===== config.mk =====
export PLATFORM = sky130hd
export DESIGN_NAME = aes_stim_gen
export DESIGN_NICKNAME = d
export VERILOG_FILES = /design/src/rtl/aes_stim_gen.sv
export SDC_FILE = /design/constraint.sdc
export NUM_CORES = 1
export LEC_CHECK = 0
export ABC_AREA = 1
export BUFFER_PORTS_ARGS = -buffer_cell sky130_fd_sc_hd__buf_4
export CAP_MARGIN = 20
export CORE_MARGIN = 4
export CORE_UTILIZATION = 40
export CTS_CLUSTER_SIZE = 16
export DETAILED_ROUTE_END_ITERATION = 10
export GPL_TIMING_DRIVEN = 0
export PLACE_DENSITY = 0.67
export SLEW_MARGIN = 20
export SYNTH_ARGS = -nofsm -noshare
export SYNTH_HDL_FRONTEND = slang
export SYNTH_SLANG_ARGS = --single-unit

===== constraint.sdc =====
create_clock -name clk -period 1.9 [get_ports clk]
set_input_delay 0.285 -clock clk [delete_from_list [all_inputs] [get_ports clk]]
set_output_delay 0.285 -clock clk [all_outputs]
set_load 0.005 [all_outputs]

===== src/rtl/aes_stim_gen.sv =====
// aes_stim_gen
// Stimulus sequencer for the AES-128 data generator. Pulls 128-bit words from
// the upstream LFSR to build (key, plaintext) pairs and offers them to the AES
// driver over a valid/ready handshake, for a programmed number of vectors.
// A one-cycle done pulse marks the end of each run.
//
// Ports:
//   clk, rst_n      clock / asynchronous active-low reset
//   start           run request, sampled only while idle
//   num_vec         vectors to send, latched on accepted start
//   key_hold        1 = reuse one key for the whole run, latched on start
//   abort           synchronous abort back to idle, highest priority
//   require         LFSR advance request (one word consumed per cycle high)
//   random128       LFSR output, next word visible the cycle after require
//   key, plaintext  current pair, registered
//   stim_valid      pair offered to the driver
//   stim_ready      driver accepts the pair when high with stim_valid
//   busy            high whenever not idle
//   done            one-cycle end-of-run pulse
//   sent_cnt        handshakes completed in the current or last run
module aes_stim_gen #(
  parameter int CNT_W = 16
) (
  input  logic             clk,
  input  logic             rst_n,
  input  logic             start,
  input  logic [CNT_W-1:0] num_vec,
  input  logic             key_hold,
  input  logic             abort,
  output logic             require,
  input  logic [127:0]     random128,
  output logic [127:0]     key,
  output logic [127:0]     plaintext,
  output logic             stim_valid,
  input  logic             stim_ready,
  output logic             busy,
  output logic             done,
  output logic [CNT_W-1:0] sent_cnt
);

  typedef enum logic [2:0] {
    IDLE    = 3'd0,
    GET_KEY = 3'd1,
    GET_PT  = 3'd2,
    SEND    = 3'd3,
    FIN     = 3'd4
  } state_t;

  state_t           state_q, state_d;
  logic [CNT_W-1:0] remaining_q;
  logic             key_hold_q;
  logic             handshake;
  logic             accept_start;

  // Outputs are gated by abort so an aborted fetch never consumes an LFSR
  // word and an aborted SEND cycle is never seen as a handshake.
  always_comb begin
    require      = 1'b0;
    stim_valid   = 1'b0;
    busy         = (state_q != IDLE);
    done         = 1'b0;
    accept_start = 1'b0;
    state_d      = state_q;
    case (state_q)
      IDLE: begin
        if (start) begin
          accept_start = !abort;
          state_d      = (num_vec == '0) ? FIN : GET_KEY;
        end
      end
      GET_KEY: begin
        require = !abort;
        state_d = GET_PT;
      end
      GET_PT: begin
        require = !abort;
        state_d = SEND;
      end
      SEND: begin
        stim_valid = !abort;
        if (stim_ready) begin
          if (remaining_q == CNT_W'(1)) state_d = FIN;
          else if (key_hold_q)           state_d = GET_PT;
          else                           state_d = GET_KEY;
        end
      end
      FIN: begin
        done    = !abort;
        state_d = IDLE;
      end
      default: state_d = IDLE;
    endcase
    if (abort) state_d = IDLE;
  end

  assign handshake = stim_valid && stim_ready;

  always_ff @(posedge clk or negedge rst_n) begin
    if (!rst_n) begin
      state_q     <= IDLE;
      remaining_q <= '0;
      key_hold_q  <= 1'b0;
      sent_cnt    <= '0;
      key         <= '0;
      plaintext   <= '0;
    end else begin
      state_q <= state_d;
      if (accept_start) begin
        remaining_q <= num_vec;
        key_hold_q  <= key_hold;
        sent_cnt    <= '0;
      end
      if (state_q == GET_KEY && !abort) key       <= random128;
      if (state_q == GET_PT  && !abort) plaintext <= random128;
      if (handshake) begin
        sent_cnt    <= sent_cnt + CNT_W'(1);
        remaining_q <= remaining_q - CNT_W'(1);
      end
    end
  end

endmodule


==> results.sh <==
export IMPL_die_w_um=179
export IMPL_drive_above_1_share_pct=28.7
export IMPL_routedWlPerCell_um=17.8
export IMPL_holdWs_ps=24.4
export IMPL_areaGrowthSynthToFinish_pct=47.2
export IMPL_setup_ws_ps=42.2
export IMPL_grt_ovfl_total=0
export IMPL_dr_total_vias=10800
export IMPL_core_area_um2=28700
export IMPL_cts_tree="done"
export IMPL_irDropWorstVdd_mv=0.819
export IMPL_syn_area_um2=11700
export IMPL_antenna_found_initial=2
export IMPL_syn_num_nets=1436
export IMPL_remaining_drc_errors=0
export IMPL_fin_worst_skew_ps=13.2
export IMPL_hpwlAfterDp_mm=29.4
export IMPL_required_ps=1620
export IMPL_htreeDepth=1
export IMPL_cp_end_kind="output port"
export IMPL_grt_max_degree=95
export IMPL_seqCellArea_um2=7310
export IMPL_clockBufferDepth=3
export IMPL_netlist_top_cell_by_area="dfrtp_1"
export IMPL_grtUsageTotal_pct=23.8
export IMPL_hold_class="in -> reg"
export IMPL_crit_fanout=4
export IMPL_status="complete, no violations"
export IMPL_cts_buffers_inserted=31
export IMPL_ys_seq_area_share_pct=62.6
export IMPL_synth_cell_type_count=32
export IMPL_min_period_ps=1860
export IMPL_grt_pass1_wl_mm=60.0
export IMPL_fill_cells=2547
export IMPL_detail_route_antenna_nets=0
export IMPL_dpl_worst_slack_ps=26.4
export IMPL_rsz0062_at_grt="true"
export IMPL_start_kind="register"
export IMPL_yosys_register_bits=292
export IMPL_nets=1966
export IMPL_yosysWarnings=0
export IMPL_max_slew_margin_rel_pct=62.5
export IMPL_crit_type="reg -> out"
export IMPL_synthCells=1283
export IMPL_critPathArrivalTime_ps=1570
export IMPL_tightest_slew_ps=562
export IMPL_syn_avg_cell_area_um2=9.09
export IMPL_drv_slew=0
export IMPL_row_count=62
export IMPL_drt_iter0_drc=663
export IMPL_cts_root_buf="clkbuf_16"
export IMPL_synth_top_area_share_pct=62.6
export IMPL_fin_crit_sh_pct=97.8
export IMPL_die_area_um2=32000
export IMPL_start_util_pct=40.6
export IMPL_postLayoutCoreUtil_pct=59.8
export IMPL_dp_cells=2095
export IMPL_drv_cap=0
export IMPL_multiInputGateArea_um2=3450
export IMPL_p_per_area_nw_per_um2=1510
export IMPL_cts_sink_count=292
export IMPL_portBuffers=425
export IMPL_instances_no_fill=2218
export IMPL_die_y_um=179
export IMPL_hold_viol_final=0
export IMPL_design_area_um2=17200
export IMPL_leakage_nw=9.05
export IMPL_grt_pass1_vias=10800
export IMPL_drt_wl_total_mm=39.5
export IMPL_drt_pass1_iterations=5
export IMPL_clk_latency_ps=560
export IMPL_max_freq_mhz=538
export IMPL_num_io_pins=426
export IMPL_routed_via_density=4.86
export IMPL_yosys_top_cells_area="dfrtp_1, o21ai_0, nand2_1"
export IMPL_clk_pin_slew_ps=60
export IMPL_gp_congestion=0.850
export IMPL_post_dp_cell_area_um2=15400
export IMPL_finalSetupViolCount=0
[sequential cells by signal (all words and copies together), names as in the netlist]
signal	cells
plaintext	128
key_hold_q	1
key	128
remaining_q	16
state_q	3
sent_cnt	16
[Yosys cell counts (all sizes together)]
cell type and count:
nor2b 1, a21oi 8, o21ai 279, nand4 5, and2 1, a22oi 1, xor2 3, nand3 32
nor3b 1, o21bai 2, dfrtp 292, nor3 3, ha 3, nand2 357, buf 25, clkbuf 35
nor2 53, o211ai 7, o21a 1, o22ai 3, nand3b 2, inv 169
[power by group]
part	switching [W]	internal (W)	leakage [nW]	total, W
logic	0.00458	0.00472	4.87	0.00930
clock network	0.00240	0.00369	0.500	0.00609
registers	0.00167	0.00892	3.68	0.0106
total	0.00864	0.0173	9.05	0.0260
[cell usage in the layout (no fill, tap or decap), types with 5 or more instances in the layout]
master,synthesis,routed
nand3_1,31,31
clkbuf_2,0,13
clkbuf_1,35,29
o21ai_0,278,278
nand4_1,5,5
clkbuf_16,0,31
clkbuf_8,0,8
nor2_1,47,47
inv_1,166,166
buf_2,20,19
buf_4,3,428
a21oi_1,8,8
o211ai_1,7,7
nand2_1,354,354
dfrtp_1,292,292
dlygate4sd3_1,0,69
[stage by stage]
| stage | setup TNS (ps) | total power [W] |
|---|---|---|
| floorplan | 0 | 0.0138 |
| global route | -188 | 0.0278 |
| global placement | -593790 | 0.0197 |
| CTS | 0 | 0.0262 |
| detailed placement | 0 | 0.0199 |
| finish | 0 | 0.0260 |
[area by class of cell]
class | instances | share of cell area (%)
sequential | 292 | 42.6
timing repair buffer | 498 | 23.2
multi-input combinational | 762 | 20.1
clock buffer | 47 | 5.33
inverter | 169 | 3.70
tap | 384 | 2.80
buffer | 59 | 1.70
clock inverter | 6 | 0.649
antenna | 1 | 0.0146
[timing repair]
item	4_1_cts	5_1_grt
pin swaps	1	0
resized for setup	0	27
hold buffers	69	0
gates cloned	0	0
endpoints found under the hold margin	145	0
buffers inserted	1	0
setup endpoints to repair	1	104
[logic make-up after synthesis]
group,count (synthesis),share of synthesized area (%)
adder cells (fa/ha/maj),3,0.322
buffers and inverters,229,7.81
AO/OA/AOI/OAI,301,13.2
XOR/XNOR,3,0.225
flip-flops,292,62.6
AND/OR/NAND/NOR,455,15.8
[critical path: stages, from the launching register on]
cell	delay (ps)
dfrtp_1	410
nor2_4	150
inv_2	90
nor2_1	90
inv_1	50
nor2_1	100
buf_4	130
[worst paths after layout]
path	startpoint	endpoint	slack (ps)	depth (start not counted)
min reg2reg	key[28]$_DFFE_PN0P_	key[28]$_DFFE_PN0P_	480	2
min	random128[24]	plaintext[24]$_DFFE_PN0P_	20	3
max reg2reg	state_q[1]$_DFFE_PN0P_	key[8]$_DFFE_PN0P_	160	5
max	state_q[2]$_DFFE_PN0P_	require	40	6
min in group asynchronous	rst_n	sent_cnt[6]$_DFFE_PN0P_	240	2
max in group asynchronous	rst_n	plaintext[103]$_DFFE_PN0P_	830	3
[layer usage]
| layer | routed length, um | GRT usage, % |
|---|---|---|
| met5 | 0 | 0 |
| met4 | 1330 | 7.29 |
| met3 | 3470 | 6.41 |
| met2 | 18900 | 40.0 |
| met1 | 15800 | 30.1 |
Power figures use the tool's default switching activity.
